===== config.mk =====
export PLATFORM = sky130hd
export DESIGN_NAME = bus_router_n
export DESIGN_NICKNAME = d
export VERILOG_FILES = /design/src/rtl/bus_router_n.sv
export SDC_FILE = /design/constraint.sdc
export NUM_CORES = 1
export LEC_CHECK = 0
export CAP_MARGIN = 20
export CORE_UTILIZATION = 41
export DETAILED_ROUTE_END_ITERATION = 6
export PLACE_DENSITY = 0.86
export SLEW_MARGIN = 5
export SYNTH_ARGS = -nofsm -noshare
export SYNTH_HDL_FRONTEND = slang
export SYNTH_SLANG_ARGS = --single-unit
export TNS_END_PERCENT = 20

===== constraint.sdc =====
create_clock -name clk -period 5.09 [get_ports clk]
set_clock_uncertainty 0.2 [all_clocks]
set_input_delay 0.509 -clock clk [delete_from_list [all_inputs] [get_ports clk]]
set_output_delay 0.509 -clock clk [all_outputs]
set_load 0.02 [all_outputs]

===== src/rtl/bus_router_n.sv =====
// Single-master load/store router: base/mask decode onto N_SLV slaves, one transaction in flight, decode-error response.
// Latency: slv_req the cycle after accept, cpu_rvalid the cycle after slave rvalid; unmapped requests answer the cycle after accept.
// Backpressure: cpu_gnt only while idle, so the CPU holds cpu_req; the optional abort timer is ROUTER_TIMEOUT_EN.
module bus_router_n #(
    parameter int                  N_SLV    = 2,
    parameter int                  AW       = 32,
    parameter int                  DW       = 32,
    parameter logic [N_SLV*AW-1:0] SLV_BASE = {32'hA000_0000, 32'h0000_0000},
    parameter logic [N_SLV*AW-1:0] SLV_MASK = {32'hE000_0000, 32'h0000_0000},
    parameter int                  TIMEOUT  = 255
) (
    input  logic                clk,
    input  logic                resetn,
    input  logic                cpu_req,
    input  logic                cpu_we,
    input  logic [AW-1:0]       cpu_addr,
    input  logic [DW-1:0]       cpu_wdata,
    input  logic [DW/8-1:0]     cpu_wstrb,
    output logic                cpu_gnt,
    output logic                cpu_rvalid,
    output logic [DW-1:0]       cpu_rdata,
    output logic                cpu_err,
    output logic [N_SLV-1:0]    slv_req,
    output logic                slv_we,
    output logic [AW-1:0]       slv_addr,
    output logic [DW-1:0]       slv_wdata,
    output logic [DW/8-1:0]     slv_wstrb,
    input  logic [N_SLV-1:0]    slv_gnt,
    input  logic [N_SLV-1:0]    slv_rvalid,
    input  logic [N_SLV*DW-1:0] slv_rdata
);

    localparam int IW = (N_SLV > 1) ? $clog2(N_SLV) : 1;

    if (N_SLV < 1 || N_SLV > 8 || (DW % 8) != 0 || TIMEOUT < 1) begin : g_param_check
        $error("bus_router_n: illegal parameter set");
    end

    typedef enum logic [1:0] {IDLE, REQ, RSP, ERR} state_t;

    typedef struct packed {
        logic            we;
        logic [AW-1:0]   addr;
        logic [DW-1:0]   wdata;
        logic [DW/8-1:0] wstrb;
    } req_t;

    state_t        state;
    req_t          req_q;
    logic [IW-1:0] idx_q;
    logic [IW-1:0] dec_idx;
    logic          dec_hit;
    logic          sel_gnt;
    logic          sel_rvalid;
    logic [DW-1:0] sel_rdata;
    logic          done;
    logic          tmo_hit;

    // Ascending scan so the highest-index matching region wins.
    always_comb begin
        dec_hit = 1'b0;
        dec_idx = '0;
        for (int i = 0; i < N_SLV; i++) begin
            if ((cpu_addr & SLV_MASK[i*AW +: AW]) == (SLV_BASE[i*AW +: AW] & SLV_MASK[i*AW +: AW])) begin
                dec_hit = 1'b1;
                dec_idx = IW'(i);
            end
        end
    end

    assign cpu_gnt    = (state == IDLE) & cpu_req;
    assign sel_gnt    = slv_gnt[idx_q];
    assign sel_rvalid = slv_rvalid[idx_q];
    assign sel_rdata  = slv_rdata[idx_q*DW +: DW];
    assign done       = ((state == REQ) & sel_gnt & sel_rvalid) | ((state == RSP) & sel_rvalid);

    assign slv_we    = req_q.we;
    assign slv_addr  = req_q.addr;
    assign slv_wdata = req_q.wdata;
    assign slv_wstrb = req_q.wstrb;

`ifdef ROUTER_TIMEOUT_EN
    localparam int CW = $clog2(TIMEOUT + 1);
    logic [CW-1:0] tmo_cnt;

    assign tmo_hit = ((state == REQ) || (state == RSP)) && (tmo_cnt == CW'(TIMEOUT));

    always_ff @(posedge clk or negedge resetn) begin
        if (!resetn) begin
            tmo_cnt <= '0;
        end else if ((state == REQ) || (state == RSP)) begin
            if (!tmo_hit) tmo_cnt <= tmo_cnt + 1'b1;
        end else begin
            tmo_cnt <= '0;
        end
    end
`else
    assign tmo_hit = 1'b0;
`endif

    always_ff @(posedge clk or negedge resetn) begin
        if (!resetn) begin
            state      <= IDLE;
            req_q      <= '0;
            idx_q      <= '0;
            slv_req    <= '0;
            cpu_rvalid <= 1'b0;
            cpu_err    <= 1'b0;
            cpu_rdata  <= '0;
        end else begin
            cpu_rvalid <= 1'b0;
            cpu_err    <= 1'b0;
            cpu_rdata  <= '0;
            unique case (state)
                IDLE: begin
                    if (cpu_req) begin
                        req_q <= '{we: cpu_we, addr: cpu_addr, wdata: cpu_wdata, wstrb: cpu_wstrb};
                        idx_q <= dec_idx;
                        if (dec_hit) begin
                            slv_req <= N_SLV'(1) << dec_idx;
                            state   <= REQ;
                        end else begin
                            cpu_rvalid <= 1'b1;
                            cpu_err    <= 1'b1;
                            state      <= ERR;
                        end
                    end
                end
                REQ, RSP: begin
                    // A completion in the same cycle as the timer limit still counts as success.
                    if (done) begin
                        slv_req    <= '0;
                        cpu_rvalid <= 1'b1;
                        cpu_rdata  <= req_q.we ? '0 : sel_rdata;
                        state      <= IDLE;
                    end else if (tmo_hit) begin
                        slv_req    <= '0;
                        cpu_rvalid <= 1'b1;
                        cpu_err    <= 1'b1;
                        state      <= IDLE;
                    end else if ((state == REQ) && sel_gnt) begin
                        slv_req <= '0;
                        state   <= RSP;
                    end
                end
                ERR: begin
                    state <= IDLE;
                end
                default: begin
                    state <= IDLE;
                end
            endcase
        end
    end

endmodule


==> summary.md, run 1 <==
| Metric | Value |
|---|---|
| Status | completed |
| Fin cells | around 670 |
| Yosys warning count | 0 |
| Quantity of I/O buffers inserted on ports | roughly 240 |
| Starting density of the core | 0.4286 |
| Setup tns final | 0 ns |
| Width of the die | between 100 and 150 um |
| CTS resizes | 0 |
| Max Cap Viol | 0 |
| Worst-Margin Slew | roughly 0.85 ns |
| Cts bufs inserted | 9 |
| Req. time, crit path | roughly 4.4 ns |
| Pleak | 0.002919 uW |
| Worst IR Drop VDD | 0.0002790 V |
| Register area share after synthesis | 0.6333 |
| Min Tclk post-route | ~2.7 ns |
| Share of layout cells above drive strength 1 | 0.1767 |
| Die ar. | roughly 11000 um2 |
| Net Sw Power | about 1300 uW |
| DRT Wirelength | 10680 um |
| Reg2reg start | idx_q |
| EDFF count, synth | 0 |
| Syn_area_per_cell | 14.83 um2 |
| Synth Register Bits | roughly 110 |
| Placed Cells | between 600 and 700 |
| Total Nets Final | 671 |
| Io pins | 246 |
| Depth of the CTS H-tree | 3 |
| Nature of the critical path endpoint | output port |
| # Post-CTS Setup Buffers | 0 |
| Final Setup Violations | 0 |
| Slew Limit Headroom | 0.4350 |
| Clock group share of total power | 0.164 |
| Clock sink total | roughly 110 |
| WL/cell | between 15 and 20 um |
| Clock-pin slew on the worst setup and hold paths | about 0.10 ns |
| FMAX | 0.3689 GHz |
| Period utilization | 0.5326 |
| R2R cell count | 5 |
| Gr ovfl total | 0 |
| Mapped Area | approximately 4200 um2 |
| Core area | around 10000 um2 |
| Antenna cells | 0 |
| CTS Buffer Depth | 2 |
| Row cnt | 36 |
| Worst R2R End | cpu_rdata[0] |
| Routability Congestion | roughly 0.77 |
| Internal power | between 2000 and 3000 uW |
| Total number of vias | 3170 |
| Worst hold path type | primary input to async pin |
| Vias in the first global route | approximately 3400 |
| Die Y | ~100 um |
| DRT iter0 DRCs | 57 |
| Worst-skew pair later-pin latency | between 0.3 and 0.4 ns |
| Main synth FF type | dfrtp_1 |
| RSZ-0062 raised after global routing | false |
| Sw frac | 0.3408 |
| Area Overhead vs Synth | 65.70% |
| Post-Syn Instances | approximately 290 |
| GRT Total Usage | 0.2103 |
| Peak fanout along the critical path | 6 |
| Reg2Reg Setup Slack | approximately 2.6 ns |
| Final hold viol count | 0 |
| Number of antenna-violating nets in the routed design | 0 |
| Initial antenna violation count | 0 |
| First-pass GRT wire length | between 15000 and 20000 um |
| HPWL after detailed placement | 8120 um |
| Largest net degree at the start of global routing | slightly below 70 |
| Sequential group share of total power | 0.349 |
| Drt via density | between 4 and 5 |
| Clk root buf | clkbuf_8 |
| Net Count, Synth | 428 |
| CTS tree | yes |
| Max-slew violations | 0 |
| Crit path kind | register to output port |
| Drt pass-1 iters | 4 |
| PD cells | 543.3 nW/um2 |
| Unique masters post-synth | 27 |
| Worst EP arrival | around 2 ns |
| Asr flop ratio synth | 1.000 |
| Nature of the critical path startpoint | register |
| # hold bufs at CTS | 0 |
| DRC errors left | 0 |
| Comb power frac | 0.487 |
==> metal layers <==
layer  vias to the layer above  GRT usage  routed length [um]
met5                         -          0                   0
met4                         0    0.08696                 221
met3                        16    0.06986                 994
met2                       162     0.3754                5513
met1                      1521     0.2278                3949
li1                       1471          -                   -
==> flip-flops by register name, summed over array words and instances, names as in the netlist <==
name and flops:
slv_wstrb 4, slv_req 2, slv_we 1, slv_wdata 32
slv_addr 32, cpu_rdata 32, cpu_rvalid 1, state 2
idx_q 1
==> layout make-up <==
type | instances | area, um2
fillers | 682 | 2859
multi-input cells | 157 | 1426
repair buffers | 247 | 2462
clock buffers | 11 | 151.4
flip-flops and latches | 107 | 2679
clock inverters | 4 | 97.59
well taps | 133 | 166.4
inverters | 6 | 22.52
==> critical path, stage by stage, from the launching register on <==
cell             delay [ns]
dfrtp_1                0.41
inv_1                  0.08
ha_1                   0.19
nand2_1                0.18
inv_2                  0.11
clkdlybuf4s50_1        0.67
==> placed cells by master, fill, tap and decap left out, drive strengths merged, types with 2 or more instances in the layout <==
| cell | netlist | layout |
|---|---|---|
| a21oi | 3 | 3 |
| o2bb2ai | 2 | 2 |
| nand2 | 2 | 2 |
| mux2 | 70 | 70 |
| clkbuf | 3 | 11 |
| nor2 | 33 | 33 |
| clkdlybuf4s50 | 0 | 243 |
| mux2i | 32 | 32 |
| buf | 12 | 4 |
| inv | 6 | 6 |
| bufinv | 0 | 3 |
| dfrtp | 107 | 107 |
| o21ai | 2 | 2 |
| ha | 3 | 3 |
==> cell usage after synthesis (2+ instances only) <==
master	n	area share
a21oi_1	3	0.0036
buf_2	6	0.0071
buf_4	2	0.0036
buf_6	4	0.011
clkbuf_1	3	0.0027
dfrtp_1	107	0.63
ha_1	3	0.0089
inv_1	5	0.0044
mux2_2	68	0.18
mux2_4	2	0.0071
mux2i_1	32	0.076
nand2_1	2	0.0018
nor2_1	33	0.029
o2bb2ai_1	2	0.0041
==> metrics by stage <==
stage | utilization | power, uW | hold slack, ns | cell area (um2) | worst slack, ns
detailed placement | 0.6849 | 3223 | 0.2939 | 6756 | 2.312
global route | 0.7102 | 4001 | 0.09229 | 7005 | 2.251
finish | 0.7102 | 3806 | 0.02874 | 7005 | 2.379
global placement | 0.6849 | 3166 | 0.2878 | 6756 | 2.361
floorplan | - | 2332 | 0.01341 | 4228 | 3.107
CTS | 0.7102 | 3851 | 0.06872 | 7005 | 2.340
==> kinds of logic after synthesis <==
family	Yosys count	share of synthesized area
AO/OA/AOI/OAI	13	0.02752
adder cells (fa/ha/maj)	3	0.008879
buffers and inverters	21	0.02930
flip-flops	107	0.6333
multiplexers	102	0.2640
other	1	0.0008870
AND/OR/NAND/NOR	38	0.03611
==> how the worst max path moves through the flow <==
stage	start	endpoint	cells past startpoint	slack, ns
detailed placement	cpu_req	slv_wdata[5]	5	2.31
finish	state[0]	cpu_gnt	5	2.38
global route	state[0]	cpu_gnt	5	2.25
floorplan	state[0]	cpu_gnt	6	3.11
CTS	state[0]	cpu_gnt	5	2.34
global placement	cpu_req	slv_wdata[31]	5	2.36
==> power groups by stage <==
stage,Clock (uW),Sequential (uW),Combinational [uW]
after floorplan,0,1730,607
after global placement,0,1330,1840
after detailed placement,0,1350,1870
after CTS,642,1330,1880
after global routing,674,1380,1950
final,625,1330,1850
Note: power is estimated with default switching activity, not from simulation.
==> inputs of run 2 (changes only) <==
Settings changed: CORE_UTILIZATION 41 to 38, PLACE_DENSITY 0.86 to 0.81.
Clock period 5.09 ns to 2.8 ns, I/O delays scaled along.
==> summary.md, run 2 (synthesis results as in run 1) <==
| Metric | Value |
|---|---|
| Gr ovfl total | 0 |
| Worst IR Drop VDD | around 0.00054 V |
| Final Setup Violations | 0 |
| Design area | approximately 7000 um2 |
| Sw frac | 0.3542 |
| Number of antenna-violating nets in the routed design | 0 |
| FF+latch area | 2679 um2 |
| Crit path kind | register to output port |
| Cts bufs inserted | 9 |
| DRT iter0 DRCs | approximately 90 |
| Worst Setup SP | state[1] |
| Clk root buf | clkbuf_8 |
| Gr busiest metal | met2 |
| Period utilization | 0.8858 |
| Min Tclk post-route | ~2.5 ns |
| Worst EP arrival | ~2.0 ns |
| Core area | between 10000 and 15000 um2 |
| CTS Buffer Depth | 2 |
| DRC errors left | 0 |
| Multi-input gate area | about 1400 um2 |
| Clock-pin slew on the worst setup and hold paths | around 0.10 ns |
| Dpl cell area | 6798 um2 |
| Met2 global-route usage | 0.3141 |
| Worst-Margin Slew | ~0.6 ns |
| HPWL after detailed placement | roughly 7800 um |
| WL/cell | approximately 15 um |
| Largest net degree at the start of global routing | between 60 and 70 |
| Clock group share of total power | 0.127 |
| GRT Total Usage | 0.1825 |
| First-pass GRT wire length | between 15000 and 20000 um |
| Worst hold path type | primary input to async pin |
| Row cnt | 38 |
| Routability Congestion | approximately 0.73 |
| Clock sink total | 107 |
| Reg2reg start | state[1] |
| Nature of the critical path endpoint | output port |
| Drt pass-1 iters | 6 |
| Sequential group share of total power | 0.363 |
| Comb power frac | 0.510 |
| FMAX | 0.4032 GHz |
| Nature of the critical path startpoint | register |
| Starting density of the core | 0.3900 |
| DRT Wirelength | roughly 10000 um |
| RSZ-0062 raised after global routing | false |
| Pleak | between 0.002 and 0.003 uW |
| Peak fanout along the critical path | 6 |
| Share of layout cells above drive strength 1 | 0.1757 |
| Die ar. | about 12000 um2 |
| Final hold viol count | 0 |
| Antenna cells | 0 |
| Commonest non-fill, non-tap cell in the layout | clkdlybuf4s50_1 |
| Vias in the first global route | roughly 3300 |
| Width of the die | 107.5 um |
| Quantity of I/O buffers inserted on ports | about 240 |
| CTS resizes | 0 |
| Slew Limit Headroom | 0.6056 |
| Req. time, crit path | roughly 2.3 ns |
| Area Overhead vs Synth | 65.08% |
| Setup tns final | 0 ns |
| PD cells | around 950 nW/um2 |
| Max-slew violations | 0 |
| Status | completed |
| Initial antenna violation count | 0 |
| Reg2Reg Setup Slack | between 0.6 and 0.7 ns |
| Met1 Resource Use GR | 0.2073 |
| Max Cap Viol | 0 |
| Io pins | roughly 250 |
| Net Sw Power | approximately 2400 uW |
| Total Nets Final | 673 |
| Depth of the CTS H-tree | 3 |
| Worst-skew pair later-pin latency | between 0.3 and 0.4 ns |
| CTS tree | yes |
| Die Y | between 100 and 150 um |
| Drt via density | 4.670 |
| Met3 global-route usage | 0.05327 |
| Total number of vias | approximately 3200 |
| Most frequent cells in the layout | clkdlybuf4s50_1 (243), dfrtp_1 (106), mux2_2 (68) |
| Internal power | around 4300 uW |
| Fillers | between 800 and 900 |
| Final design utilization | 0.6438 |
## run 2: changes by cell type in the layout (fill, tap and decap cells not counted), sizes merged
cell | before | now
bufinv | 3 | 0
clkinv | 0 | 3
buf | 4 | 5
clkbuf | 11 | 12
dlygate4sd3 | 0 | 1
## run 2: layer usage
metal	vias to the layer above	part of all wire
li1	1471	-
met1	1503	0.39
met2	161	0.50
met3	17	0.092
met4	0	0.022
met5	-	0
## run 2: critical path, cell delays in order, from the launching register on
cell and delay (ns):
dfrtp_1 0.42, inv_1 0.10, ha_1 0.20, nand2_1 0.19, inv_2 0.13, clkdlybuf4s50_1 0.61
## run 2: final timing paths
| path | end | cells after the start |
|---|---|---|
| max in group asynchronous | slv_wdata[3] | 3 |
| max | cpu_gnt | 5 |
| min reg2reg | slv_addr[2] | 1 |
| min | slv_wdata[28] | 2 |
| max reg2reg | slv_wdata[18] | 6 |
| min in group clk | slv_addr[2] | 1 |
## run 2: what timing repair did
action,CTS,global route
hold buffers,1,0
setup buffers,0,0
endpoints found under the setup margin,0,0
endpoints found under the hold margin,44,0
## run 2: power groups by stage
| stage | Combinational (uW) | Sequential (uW) | Clock [uW] |
|---|---|---|---|
| floorplan | 1100 | 3140 | 0 |
| finish | 3380 | 2410 | 843 |
| global route | 3570 | 2490 | 943 |
| CTS | 3420 | 2420 | 878 |
| global placement | 3340 | 2420 | 0 |
| detailed placement | 3410 | 2450 | 0 |
## run 2: final cells by class
type                            count  area share
Sequential cell                   107      0.3838
Clock buffer                       12     0.02080
Multi-Input combinational cell    157      0.2044
Tap cell                          140     0.02510
Timing Repair Buffer              249      0.3589
Inverter                            6    0.003227
Clock inverter                      4    0.003765
## run 2: stage by stage
step | total power, uW | setup slack [ns] | hold slack, ns | cells
CTS | 6717 | 0.2981 | 0.2748 | 675
global route | 7002 | 0.1936 | 0.3054 | 675
floorplan | 4240 | 0.8455 | -0.2156 | 285
finish | 6639 | 0.3199 | 0.2591 | 675
global placement | 5758 | 0.6224 | 0.1168 | 658
detailed placement | 5860 | 0.6159 | 0.1249 | 658
==> inputs of run 3 (changes only) <==
Settings changed: CORE_UTILIZATION 38 to 41, MAX_ROUTING_LAYER set to met4, PLACE_DENSITY 0.81 to 0.86, RECOVER_POWER set to 25.
Clock period 2.8 ns to 3.05 ns, I/O delays scaled along.
==> summary.md, run 3 (synthesis results as in run 1) <==
| Metric | Value |
|---|---|
| Crit path kind | register to output port |
| GRT Total Usage | 0.2219 |
| CTS Buffer Depth | 2 |
| Die ar. | between 10000 and 15000 um2 |
| Final hold viol count | 0 |
| HPWL after detailed placement | between 8000 and 9000 um |
| Clock sink total | roughly 110 |
| DRT iter0 DRCs | slightly above 70 |
| RSZ-0062 raised after global routing | false |
| Quantity of I/O buffers inserted on ports | approximately 240 |
| Drt pass-1 iters | 4 |
| Final Setup Violations | 0 |
| Comb power frac | 0.504 |
| Slew Limit Headroom | -0.2911 |
| DRC errors left | 0 |
| CTS tree | yes |
| Nature of the critical path startpoint | register |
| Clock-pin slew on the worst setup and hold paths | ~0.10 ns |
| First-pass GRT wire length | 17720 um |
| Min Tclk post-route | around 2.6 ns |
| FF+latch area | roughly 2700 um2 |
| Area Overhead vs Synth | 65.02% |
| R2R cell count | 6 |
| Final WS setup | a little under 0.5 ns |
| PD cells | 883.1 nW/um2 |
| Starting density of the core | 0.4286 |
| Worst Setup SP | state[1] |
| Worst IR Drop VDD | 0.0004299 V |
| Worst-Margin Slew | 1.937 ns |
| Vias in the first global route | 3469 |
| Commonest non-fill, non-tap cell in the layout | clkdlybuf4s50_1 |
| Drt via density | between 4 and 5 |
| Io pins | ~250 |
| # Post-CTS Setup Buffers | 0 |
| DRT Wirelength | roughly 11000 um |
| Most frequent cells in the layout | clkdlybuf4s50_1 (243), dfrtp_1 (106), mux2_2 (68) |
| Depth of the CTS H-tree | 3 |
| FMAX | just under 0.4 GHz |
| Sequential group share of total power | 0.362 |
| Hold depth | 1 |
| Reg2reg start | state[1] |
| Width of the die | 103.5 um |
| Req. time, crit path | approximately 2.5 ns |
| Gr ovfl total | 0 |
| Clk root buf | clkbuf_8 |
| Routability Congestion | around 0.8 |
| Pre-CTS WS | approximately 0.63 ns |
| Clock group share of total power | 0.134 |
| Hold Path Origin | slv_wdata[10] |
| Reg2Reg Setup Slack | roughly 0.75 ns |
| Cts bufs inserted | 9 |
| Worst R2R End | slv_addr[24] |
| Failing checks | max-capacitance violations, max-slew violations |
| Status | finished with violations |
| Worst EP arrival | 2.05 ns |
| Sw frac | 0.3592 |
| Initial antenna violation count | 0 |
| Total Nets Final | 674 |
| Total number of vias | around 3200 |
| Max-slew violations | 35 |
| CTS resizes | 0 |
| Fillers | a little under 700 |
| Net Sw Power | 2213 uW |
| Number of antenna-violating nets in the routed design | 0 |
| Row cnt | 36 |
| Core area | about 9900 um2 |
| Max Cap Viol | 1 |
| Nature of the critical path endpoint | output port |
| Pleak | between 0.002 and 0.003 uW |
| Share of layout cells above drive strength 1 | 0.1772 |
| Largest net degree at the start of global routing | 74 |
| WL/cell | 16.45 um |
| Antenna cells | 0 |
| Internal power | just under 4000 uW |
| Worst-skew pair later-pin latency | around 0.36 ns |
| Worst hold path type | register to register |
| Die Y | just over 100 um |
| Multi-input gate area | approximately 1400 um2 |
| Period utilization | 0.8378 |
| Peak fanout along the critical path | 6 |
| Setup tns final | 0 ns |
| Setup crit end | cpu_gnt |
[run 3: cell types whose count changed in the layout (fill, tap and decap cells not counted), sizes merged]
cell | before | now
clkinvlp | 1 | 2
[run 3: what timing repair did]
item	4_1_cts	5_1_grt
hold endpoints to repair	34	0
hold buffers	1	0
endpoints found under the setup margin	0	0
[run 3: final cells by class]
type,count,share of cell area
Sequential cell,107,0.3840
Clock inverter,5,0.005380
Timing Repair Buffer,250,0.3578
Clock buffer,11,0.02170
Inverter,6,0.003228
Tap cell,133,0.02385
Multi-Input combinational cell,157,0.2041
[run 3: how the worst min path moves through the flow]
stage | end | slack (ns)
2_1_floorplan | cpu_rdata[0] | -0.19
3_3_place_gp | slv_addr[13] | 0.08
3_5_place_dp | slv_addr[13] | 0.09
4_1_cts | slv_addr[22] | 0.24
5_1_grt | slv_wdata[17] | 0.33
6_report | slv_wdata[10] | 0.31
[run 3: per-stage QoR]
step	instances	hold slack, ns	cell area (um2)	total power [uW]	utilization
2_1_floorplan	285	-0.1906	4228	3892	-
3_3_place_gp	652	0.08239	6784	5292	0.6877
6_report	669	0.3123	6977	6161	0.7073
5_1_grt	669	0.3310	6977	6470	0.7073
4_1_cts	669	0.2387	6983	6234	0.7079
3_5_place_dp	652	0.08878	6784	5406	0.6877
[run 3: routing by layer]
layer,GRT usage,wire (um),up-vias
met5,-,0,-
met4,0.08178,238,0
met3,0.06482,852,17
met2,0.3802,5635,165
met1,0.2450,4278,1549
li1,-,-,1463
[run 3: critical path: stages, from the launching register on]
cell and delay [ns]:
dfrtp_1 0.42, inv_1 0.10, ha_1 0.20, nand2_1 0.18, inv_2 0.11, clkdlybuf4s50_1 0.68
[run 3: power groups by stage]
| stage | Combinational [uW] | Sequential [uW] | Clock [uW] |
|---|---|---|---|
| floorplan | 1010 | 2880 | 0 |
| global placement | 3060 | 2240 | 0 |
| detailed placement | 3140 | 2270 | 0 |
| CTS | 3140 | 2240 | 853 |
| global route | 3260 | 2300 | 906 |
| finish | 3110 | 2230 | 824 |
